### src/rtl/piso_serializer_pkg.sv
// Serial link package: state encoding and default word/gap sizes.
// Shared by the serializer and the serial-in shift-register receivers.
package piso_serializer_pkg;

    localparam logic [1:0] ST_IDLE  = 2'd0;
    localparam logic [1:0] ST_SHIFT = 2'd1;
    localparam logic [1:0] ST_GAP   = 2'd2;

    typedef enum logic [1:0] {
        S_IDLE  = ST_IDLE,
        S_SHIFT = ST_SHIFT,
        S_GAP   = ST_GAP
    } state_e;

    localparam int unsigned SL_WIDTH = 32'd4;
    localparam int unsigned SL_GAP   = 32'd0;

    // Gap counter start value; only meaningful when gap is non-zero.
    function automatic logic [3:0] gap_load(input int unsigned gap);
        logic [3:0] val;
        if (gap > 32'd0) begin
            val = 4'(gap - 32'd1);
        end else begin
            val = 4'd0;
        end
        return val;
    endfunction

endpackage

### src/rtl/piso_serializer.sv
// Parallel-in serial-out transmitter: valid/ready word in, MSB-first bit stream
// out with registered q/q_valid/q_last and an optional forced idle gap.
module piso_serializer
    import piso_serializer_pkg::*;
#(
    parameter int unsigned WIDTH = SL_WIDTH,
    parameter int unsigned GAP   = SL_GAP
) (
    input  logic             clk,
    input  logic             rstn,
    input  logic [WIDTH-1:0] din,
    input  logic             din_valid,
    output logic             din_ready,
    output logic             q,
    output logic             q_valid,
    output logic             q_last,
    output logic             busy
);

    localparam int unsigned CW = $clog2(WIDTH);
    localparam logic [CW-1:0] CNT_LOAD = CW'(WIDTH - 32'd1);
    localparam logic [CW-1:0] CNT_ZERO = {CW{1'b0}};
    localparam logic [CW-1:0] CNT_ONE  = CW'(32'd1);

    state_e           state_q, state_d;
    logic [CW-1:0]    cnt_q, cnt_d;
    logic [3:0]       gap_q, gap_d;
    logic [WIDTH-1:0] sh_q, sh_d;
    logic             q_q, q_d;
    logic             q_valid_q, q_valid_d;
    logic             q_last_q, q_last_d;
    logic             last_bit_s;
    logic             ready_s;
    logic             accept_s;

    // Ready depends only on registered state, never on din_valid.
    assign last_bit_s = (state_q == S_SHIFT) && (cnt_q == CNT_ZERO);
    assign ready_s    = (state_q == S_IDLE) || ((GAP == 32'd0) && last_bit_s);
    assign accept_s   = din_valid && ready_s;

    // Next-state, counter, shift-register and output-bit logic.
    always_comb begin
        state_d   = state_q;
        cnt_d     = cnt_q;
        gap_d     = gap_q;
        sh_d      = sh_q;
        q_d       = 1'b0;
        q_valid_d = 1'b0;
        q_last_d  = 1'b0;
        case (state_q)
            S_IDLE: begin
                state_d = S_IDLE;
            end
            S_SHIFT: begin
                if (cnt_q != CNT_ZERO) begin
                    q_d       = sh_q[WIDTH-1];
                    sh_d      = {sh_q[WIDTH-2:0], 1'b0};
                    cnt_d     = cnt_q - CNT_ONE;
                    q_valid_d = 1'b1;
                    q_last_d  = (cnt_q == CNT_ONE);
                end else if (GAP > 32'd0) begin
                    state_d = S_GAP;
                    gap_d   = gap_load(GAP);
                end else begin
                    state_d = S_IDLE;
                end
            end
            S_GAP: begin
                if (gap_q == 4'd0) begin
                    state_d = S_IDLE;
                end else begin
                    gap_d = gap_q - 4'd1;
                end
            end
            default: begin
                state_d = S_IDLE;
                cnt_d   = CNT_ZERO;
                gap_d   = 4'd0;
                sh_d    = {WIDTH{1'b0}};
            end
        endcase
        // An accepted word overrides the above: MSB goes straight to q.
        if (accept_s) begin
            state_d   = S_SHIFT;
            cnt_d     = CNT_LOAD;
            sh_d      = {din[WIDTH-2:0], 1'b0};
            q_d       = din[WIDTH-1];
            q_valid_d = 1'b1;
            q_last_d  = 1'b0;
        end else begin
            q_last_d  = q_last_d;
        end
    end

    // State and counter registers.
    always_ff @(posedge clk or negedge rstn) begin
        if (!rstn) begin
            state_q <= S_IDLE;
            cnt_q   <= CNT_ZERO;
            gap_q   <= 4'd0;
        end else begin
            state_q <= state_d;
            cnt_q   <= cnt_d;
            gap_q   <= gap_d;
        end
    end

    // Shift register and registered serial outputs.
    always_ff @(posedge clk or negedge rstn) begin
        if (!rstn) begin
            sh_q      <= {WIDTH{1'b0}};
            q_q       <= 1'b0;
            q_valid_q <= 1'b0;
            q_last_q  <= 1'b0;
        end else begin
            sh_q      <= sh_d;
            q_q       <= q_d;
            q_valid_q <= q_valid_d;
            q_last_q  <= q_last_d;
        end
    end

    assign din_ready = ready_s;
    assign q         = q_q;
    assign q_valid   = q_valid_q;
    assign q_last    = q_last_q;
    assign busy      = (state_q != S_IDLE);

endmodule

### config.mk
export PLATFORM = sky130hd
export DESIGN_NAME = piso_serializer
export DESIGN_NICKNAME = d
export VERILOG_FILES = /design/src/rtl/piso_serializer_pkg.sv /design/src/rtl/piso_serializer.sv
export SDC_FILE = /design/constraint.sdc
export NUM_CORES = 1
export LEC_CHECK = 0
export CORE_AREA = 2 2 39 41
export CTS_BUF_LIST = sky130_fd_sc_hd__clkbuf_4 sky130_fd_sc_hd__clkbuf_8
export DETAILED_ROUTE_END_ITERATION = 12
export DIE_AREA = 0 0 41 43
export GPL_TIMING_DRIVEN = 0
export PLACE_DENSITY_LB_ADDON = 0.05
export SLEW_MARGIN = 20
export SYNTH_ARGS = -nofsm -noshare
export SYNTH_HDL_FRONTEND = slang
export SYNTH_SLANG_ARGS = --single-unit
### constraint.sdc
create_clock -name clk -period 1.5 [get_ports clk]
set_clock_uncertainty 0.15 [all_clocks]
set_input_delay 0.15 -clock clk [delete_from_list [all_inputs] [get_ports clk]]
set_output_delay 0.15 -clock clk [all_outputs]
set_load 0.1 [all_outputs]
# Word level (Yosys, flattened, before mapping)
# Cells that the tools add are included.
# word_totals
input_bits	7
reg_bits	15
word_cells	52
output_inout_bits	5
# op_classes
bitwise	1
eq_ne	8
add_sub_neg	2
reduce_logical	13
muxes	21
# ops
cell	n
$pmux 4 s2	2
$mux 4	3
$mux 2	5
$mux 1	9
$pmux 2 s2	2
$ne 3x3->1 const B	2
$reduce_and 2->1	3
$eq 2x1->1 const B	2
$logic_not 2->1	2
$logic_not 4->1	1
$reduce_bool 2->1	2
$reduce_or 2->1	2
$sub 4x1->4 const B	1
$ne 3x2->1 const B	1
$eq 2x2->1 const B	1
$logic_and 1x1->1	2
$ne 2x1->1 const B	1
$ne 2x2->1 const B	1
$sub 2x1->2 const B	1
$logic_or 1x1->1	1
$not 1->1	1

# Depth between registers and ports, before layout
# Gate-level depths: netlist (run 1).
# logic_depth
word_depth	6
depth_mapped	6
ltp_nobuf	5

# Worst setup path before layout (run 1)
# Ideal clock, no wire load.
# synth_path
kind	register to output
startpoint	register state_q[0]
endpoint	output din_ready
required_time_ns	1.200
arrival_time_ns	1.761
path_stages_with_launch	4
setup_slack_ns	-0.561
path_buffers	1
cell_sequence	dfrtp_1 nor2b_4 buf_8 inv_1
# synth_between
elab_chain_cells	3
word_cells_on_any_way	4
cone_classes	eq/ne: 1; reduce/logical: 3
# synth_rtl
element	line	rtl
start: declaration	piso_serializer.sv:25	state_e state_q, state_d;
start signal: assignment	piso_serializer.sv:102	state_q <= state_d;
$eq 2x1->1	piso_serializer.sv:37	assign last_bit_s = (state_q == S_SHIFT) && (cnt_q == CNT_ZERO);
$logic_and 1x1->1	piso_serializer.sv:37	
$logic_or 1x1->1 (*)	piso_serializer.sv:38	assign ready_s = (state_q == S_IDLE) || ((GAP == 32'd0) && last_bit_s);
end: declaration	piso_serializer.sv:13	output logic din_ready,
# Mark *: on every way between the ends. The rest lies on a longest branch, timed or not.

# Final worst setup path (run 1)
# layout_path
startpoint	register cnt_q[1]
endpoint	output din_ready
# layout_between
elab_chain_cells	3
# layout_rtl
element	line	rtl
start: declaration	piso_serializer.sv:26	logic [CW-1:0] cnt_q, cnt_d;
start signal: assignment	piso_serializer.sv:103	cnt_q <= cnt_d;
$logic_not 2->1	piso_serializer.sv:37	
$logic_and 1x1->1	piso_serializer.sv:37	
$logic_or 1x1->1	piso_serializer.sv:38	
# No other way between the ends.

==> results of run 1 <==
-- sequential cells by signal (all words and copies together) (netlist names) --
| signal | flops |
|---|---|
| sh_q | 3 |
| q_valid | 1 |
| state_q | 1 |
| q_last | 1 |
| cnt_q | 2 |
| q | 1 |
-- per-layer routing --
layer  GRT usage [%]  wire, um  up-vias
met4            2.00         0        0
met3            7.85        60        0
met5               0         0        -
li1                -         -      157
met1            13.7       322      149
met2            15.0       386       12
-- cells by family after synthesis --
group           Yosys count  synth area share (%)
simple gates             11                  15.7
flops                     9                  53.4
compound gates            6                  9.79
buf+inv                   5                  8.01
mux                       3                  7.12
fa+ha+maj                 2                  5.93
-- metrics by stage --
stage | instance area (sq um) | utilization, % | instances | hold slack, ns | worst slack (ns)
after detailed placement | 549 | 39.7 | 62 | 0.292 | -0.851
after global placement | 549 | 39.7 | 62 | 0.269 | -0.834
after global routing | 638 | 46.1 | 71 | 0.0188 | -0.193
after floorplan | 429 | - | 36 | -0.296 | -0.206
after CTS | 602 | 43.5 | 69 | 0.0209 | -0.188
final | 638 | 46.1 | 71 | 0.0187 | -0.130
-- repair_timing --
action                                  in CTS  in global routing
endpoints found under the setup margin       5                  1
buffers inserted                             3                  2
resized for setup                           21                  6
pin swaps                                    0                  1
-- worst max-delay path, stage by stage, from the launching register on --
cell        delay, ns
dfrtp_1          0.36
inv_2            0.07
ha_4             0.16
nor2b_4          0.12
buf_8            0.11
clkinvlp_4       0.08
buf_12           0.17
-- area by class of cell --
type | instances | share of cell area [%]
inverter | 3 | 2.35
multi-input combinational | 22 | 27.5
clock buffer | 4 | 4.71
sequential | 9 | 35.9
tap | 16 | 3.14
timing repair buffer | 15 | 22.9
buffer | 2 | 3.53
-- worst max-delay path by stage --
| stage | startpoint | end |
|---|---|---|
| 6_report | cnt_q[1] | din_ready |
| 3_3_place_gp | cnt_q[0] | din_ready |
| 5_1_grt | cnt_q[1] | din_ready |
| 4_1_cts | cnt_q[1] | din_ready |
| 2_1_floorplan | state_q[0] | din_ready |
| 3_5_place_dp | cnt_q[0] | din_ready |
-- cell usage in the layout, fill, tap and decap left out, drive strengths merged --
cell type / synthesis / final
o21ai: 3 / 3
buf: 2 / 9
clkdlybuf4s50: 0 / 5
ha: 2 / 2
nor3: 2 / 2
or2: 2 / 2
clkinvlp: 0 / 1
nor2b: 1 / 1
clkbuf: 0 / 4
mux2i: 3 / 3
a21oi: 3 / 3
inv: 3 / 2
dfrtp: 9 / 9
nor2: 1 / 1
nand2: 5 / 5
clkdlybuf4s15: 0 / 3
==> results.toml, run 1 <==
[floorplanning]
die_h_um = 43
die_x_um = 41
ios = 12
die-area_sq_um = 1760
start_util_pct = 30.5
core_area_sq_um = 1380
num_rows = 14

[synth]
synthArstFlopShare_pct = 100
yosysWarnings = 0
synth_nets = 45
yosys_register_bits = 9
synth_cell_types = 14
synth_edf_count = 0
synth_area_sq_um = 422
synth.most_common_cell = "dfrtp_1"
synth_area_leader_cell = "dfrtp_1"
yosysTopAreaCellShare_pct = 53.4
ys_top_cells_by_area = "dfrtp_1 (53%), mux2i_1 (7.1%), o21ai_2 (6.2%)"
synthCells = 36
avgSynthCellArea_sq_um = 11.7
ys.flop_type = "dfrtp_1"
ys_seq_area_share_pct = 53.4

[cts]
numCtsBuffers = 3
holdBufCountCts = 0
htreeDepth = 1
clkTransAtPathRegs_ns = 0.06
cts_max_path_buffers = 2
clk_latency_ns = 0.25
cts.root.buffer_cell = "clkbuf_4"
cts.sinks = 9
cts_tree = "built"

[detailed_routing]
finalWirelength_um = 769
firstDrtPassIters = 2
num_vias = 318
drtAntennaViolNets = 0
drtIter0Drc = 1
wl_per_cell_um = 10.8
drc_errors = 0
vias_per_cell = 4.48

[critical_path]
worst_ep_required_time_ns = 1.20
critPathArrivalTime_ns = 1.33
worst-path-max-fanout = 2
endpoint_kind = "primary output"
r2r-start = "cnt_q[1]"
crit_path_start_kind = "register"
r2r_cells = 6
rrSetupSlack_ns = 0.14
worstReg2RegEnd = "cnt_q[0]"
criticalPathCategory = "register to primary output"

[sta]
timing_hold_violations_final = 0
worst_pin_slew_ns = 0.541
setup_slack_ns = -0.130
setup-violations-final = 1
slew_headroom_pct = 64.1
fin_crit_ns = 1.63
tns_ns = -0.130
fmax_mhz = 614
period_share_pct = 109
rsz0062_at_grt = "yes"
drv_slew = 0

[min_path]
hold_path_class = "primary input to register"
hold_end = "q_last"
hold_depth = 2
hold_start = "din_valid"

[placement]
place_congestion = 0.661
port_buffers = 10
hpwl_um = 540

[layout]
fillers = 132
final_nets = 65
multi_input_area_sq_um = 175
diodes = 0
regArea_sq_um = 229
syn2layout_area_growth_pct = 51.3
drive_gt1_share_pct = 54.5

[global_route]
grt-ovfl-total = 0
antenna_found_initial = 0
grt_pass1_wl_um = 1230
grt_pass1_vias = 290
grtUsageTotal_pct = 10.9
grt_max_degree = 10

[run]
drv_cap = 0

[outcome]
status = "finished, violations left"
violations = "setup timing"
Power of run 1 is left out: the tool's default activity adds up to more than one toggle a clock period on the data nets, which glitch-free logic cannot reach.
==> run 2: changes to the inputs <==
--- a/config.mk
+++ b/config.mk
@@ -10,7 +10,7 @@
 export DETAILED_ROUTE_END_ITERATION = 12
 export DIE_AREA = 0 0 41 43
 export GPL_TIMING_DRIVEN = 0
-export PLACE_DENSITY_LB_ADDON = 0.05
+export PLACE_DENSITY = 0.53
 export SLEW_MARGIN = 20
 export SYNTH_ARGS = -nofsm -noshare
 export SYNTH_HDL_FRONTEND = slang
==> run 2 against run 1 <==
The run still ends with setup timing left. Die area unchanged. Critical path depth decreased by 1. First-iteration DRC count rose to 4.0 times the previous value. Wire length fell by 5.2%. Core utilization is 0.54 points lower. Worst hold slack improved by 0.013 ns. Fmax grew 0.52%. Cell count rose by 1.4%. Register-to-register slack worse by 0.04 ns. Global-route usage fell by 0.30 points. Critical endpoint unchanged.
==> results.toml, run 2 (synthesis results as in run 1) <==
[outcome]
status = "finished, violations left"
violations = "setup timing"

[floorplanning]
core_area_sq_um = 1380
ios = 12
die_h_um = 43
die_x_um = 41
start_util_pct = 30.5
num_rows = 14
die-area_sq_um = 1760

[sta]
fin_crit_ns = 1.62
worst_pin_slew_ns = 0.542
fmax_mhz = 617
slew_headroom_pct = 64.0
rsz0062_at_grt = "yes"
setup_slack_ns = -0.121
tns_ns = -0.121
period_share_pct = 108
timing_hold_violations_final = 0
setup-violations-final = 1
drv_slew = 0

[critical_path]
worst_ep_required_time_ns = 1.20
worst-path-max-fanout = 3
criticalPathCategory = "register to primary output"
crit_path_start_kind = "register"
critPathArrivalTime_ns = 1.32
endpoint_kind = "primary output"

[detailed_routing]
drtIter0Drc = 4
vias_per_cell = 4.13
wl_per_cell_um = 10.1
finalWirelength_um = 729
num_vias = 297
firstDrtPassIters = 2
wl_met3_um = 48
drc_errors = 0
drtAntennaViolNets = 0
top_layer_used = "met4"
wl_met2_um = 350
drt-met1-wl_um = 321

[layout]
stdcell_area_sq_um = 631
drive_gt1_share_pct = 50.0
largest_register_ffs = 3
top_regs = "sh_q: 3 flops, cnt_q: 2 flops"
final_cell_mix = "dfrtp_1 (8), buf_4 (7), clkdlybuf4s50_1 (5)"
layout_commonest_cell = "dfrtp_1"
diodes = 0
top_register = "sh_q"
syn2layout_area_growth_pct = 49.6
final_nets = 66

[global_route]
grtUsageTotal_pct = 10.6
antenna_found_initial = 0
grt-ovfl-total = 0
grt_max_degree = 10
grt_pass1_wl_um = 1150
grt_pass1_vias = 290

[placement]
dpl_cell_area_sq_um = 549
port_buffers = 10
place_congestion = 0.735
post-place-ws_ns = -0.847
hpwl_um = 499

[cts]
cts.root.buffer_cell = "clkbuf_4"
htreeDepth = 1
cts_tree = "built"
clkTransAtPathRegs_ns = 0.06
clk_latency_ns = 0.26
numCtsBuffers = 3
cts.sinks = 9
cts_max_path_buffers = 2

[run]
drv_cap = 0

[min_path]
hold_path_class = "primary input to async pin"
## run 2: cell count changes in the layout (fill, tap and decap cells not counted)
| cell | before | now |
|---|---|---|
| buf_4 | 6 | 7 |
| dlygate4sd3_1 | 0 | 1 |
| ha_2 | 0 | 1 |
| ha_4 | 1 | 0 |
| buf_8 | 1 | 0 |
| inv_2 | 2 | 0 |
| inv_1 | 0 | 2 |
## run 2: path summary, 6_finish.rpt
kind	from	end	slack [ns]	depth (start not counted)
setup / recovery	cnt_q[1]	din_ready	-0.12	5
hold reg to reg	sh_q[2]	sh_q[3]	0.33	2
hold / removal	rstn	q	0.03	1
setup reg to reg	cnt_q[1]	state_q[0]	0.10	5
min in group clk	din[3]	q	0.30	3
max in group asynchronous	rstn	state_q[0]	0.85	1
## run 2: layer usage
| layer | vias to the layer above | track usage, % |
|---|---|---|
| met4 | 0 | 10.0 |
| met2 | 8 | 15.0 |
| met1 | 130 | 10.7 |
| met3 | 2 | 4.71 |
| li1 | 157 | - |
| met5 | - | 0 |
## run 2: per-stage QoR
| step | utilization [%] | cells | hold WS [ns] |
|---|---|---|---|
| 4_1_cts | 44.2 | 70 | 0.0450 |
| 3_5_place_dp | 39.7 | 62 | 0.274 |
| 5_1_grt | 45.6 | 72 | 0.0640 |
| 6_report | 45.6 | 72 | 0.0320 |
| 2_1_floorplan | - | 36 | -0.296 |
| 3_3_place_gp | 39.7 | 62 | 0.264 |
## run 2: worst max-delay path, cell delays in order (launching register included)
cell and delay [ns]:
dfrtp_1 0.35, inv_1 0.06, ha_2 0.19, nor2b_4 0.17, clkinvlp_4 0.12, buf_12 0.17
## run 2: repair_timing
item | 4_1_cts | 5_1_grt
setup endpoints to repair | 5 | 1
hold endpoints to repair | 1 | 0
buffers inserted | 3 | 3
resized for setup | 21 | 3
hold buffers | 1 | 0
gates cloned | 0 | 0
## run 2: cell type report
cell class | instances | area [sq um]
Sequential cell | 9 | 229
Inverter | 3 | 15.0
Buffer | 1 | 7.51
Multi-Input combinational cell | 22 | 165
Timing Repair Buffer | 17 | 164
Tap cell | 16 | 20.0
Fill cell | 129 | 753
Clock buffer | 4 | 30.0
Power of run 2 is left out for the same reason.
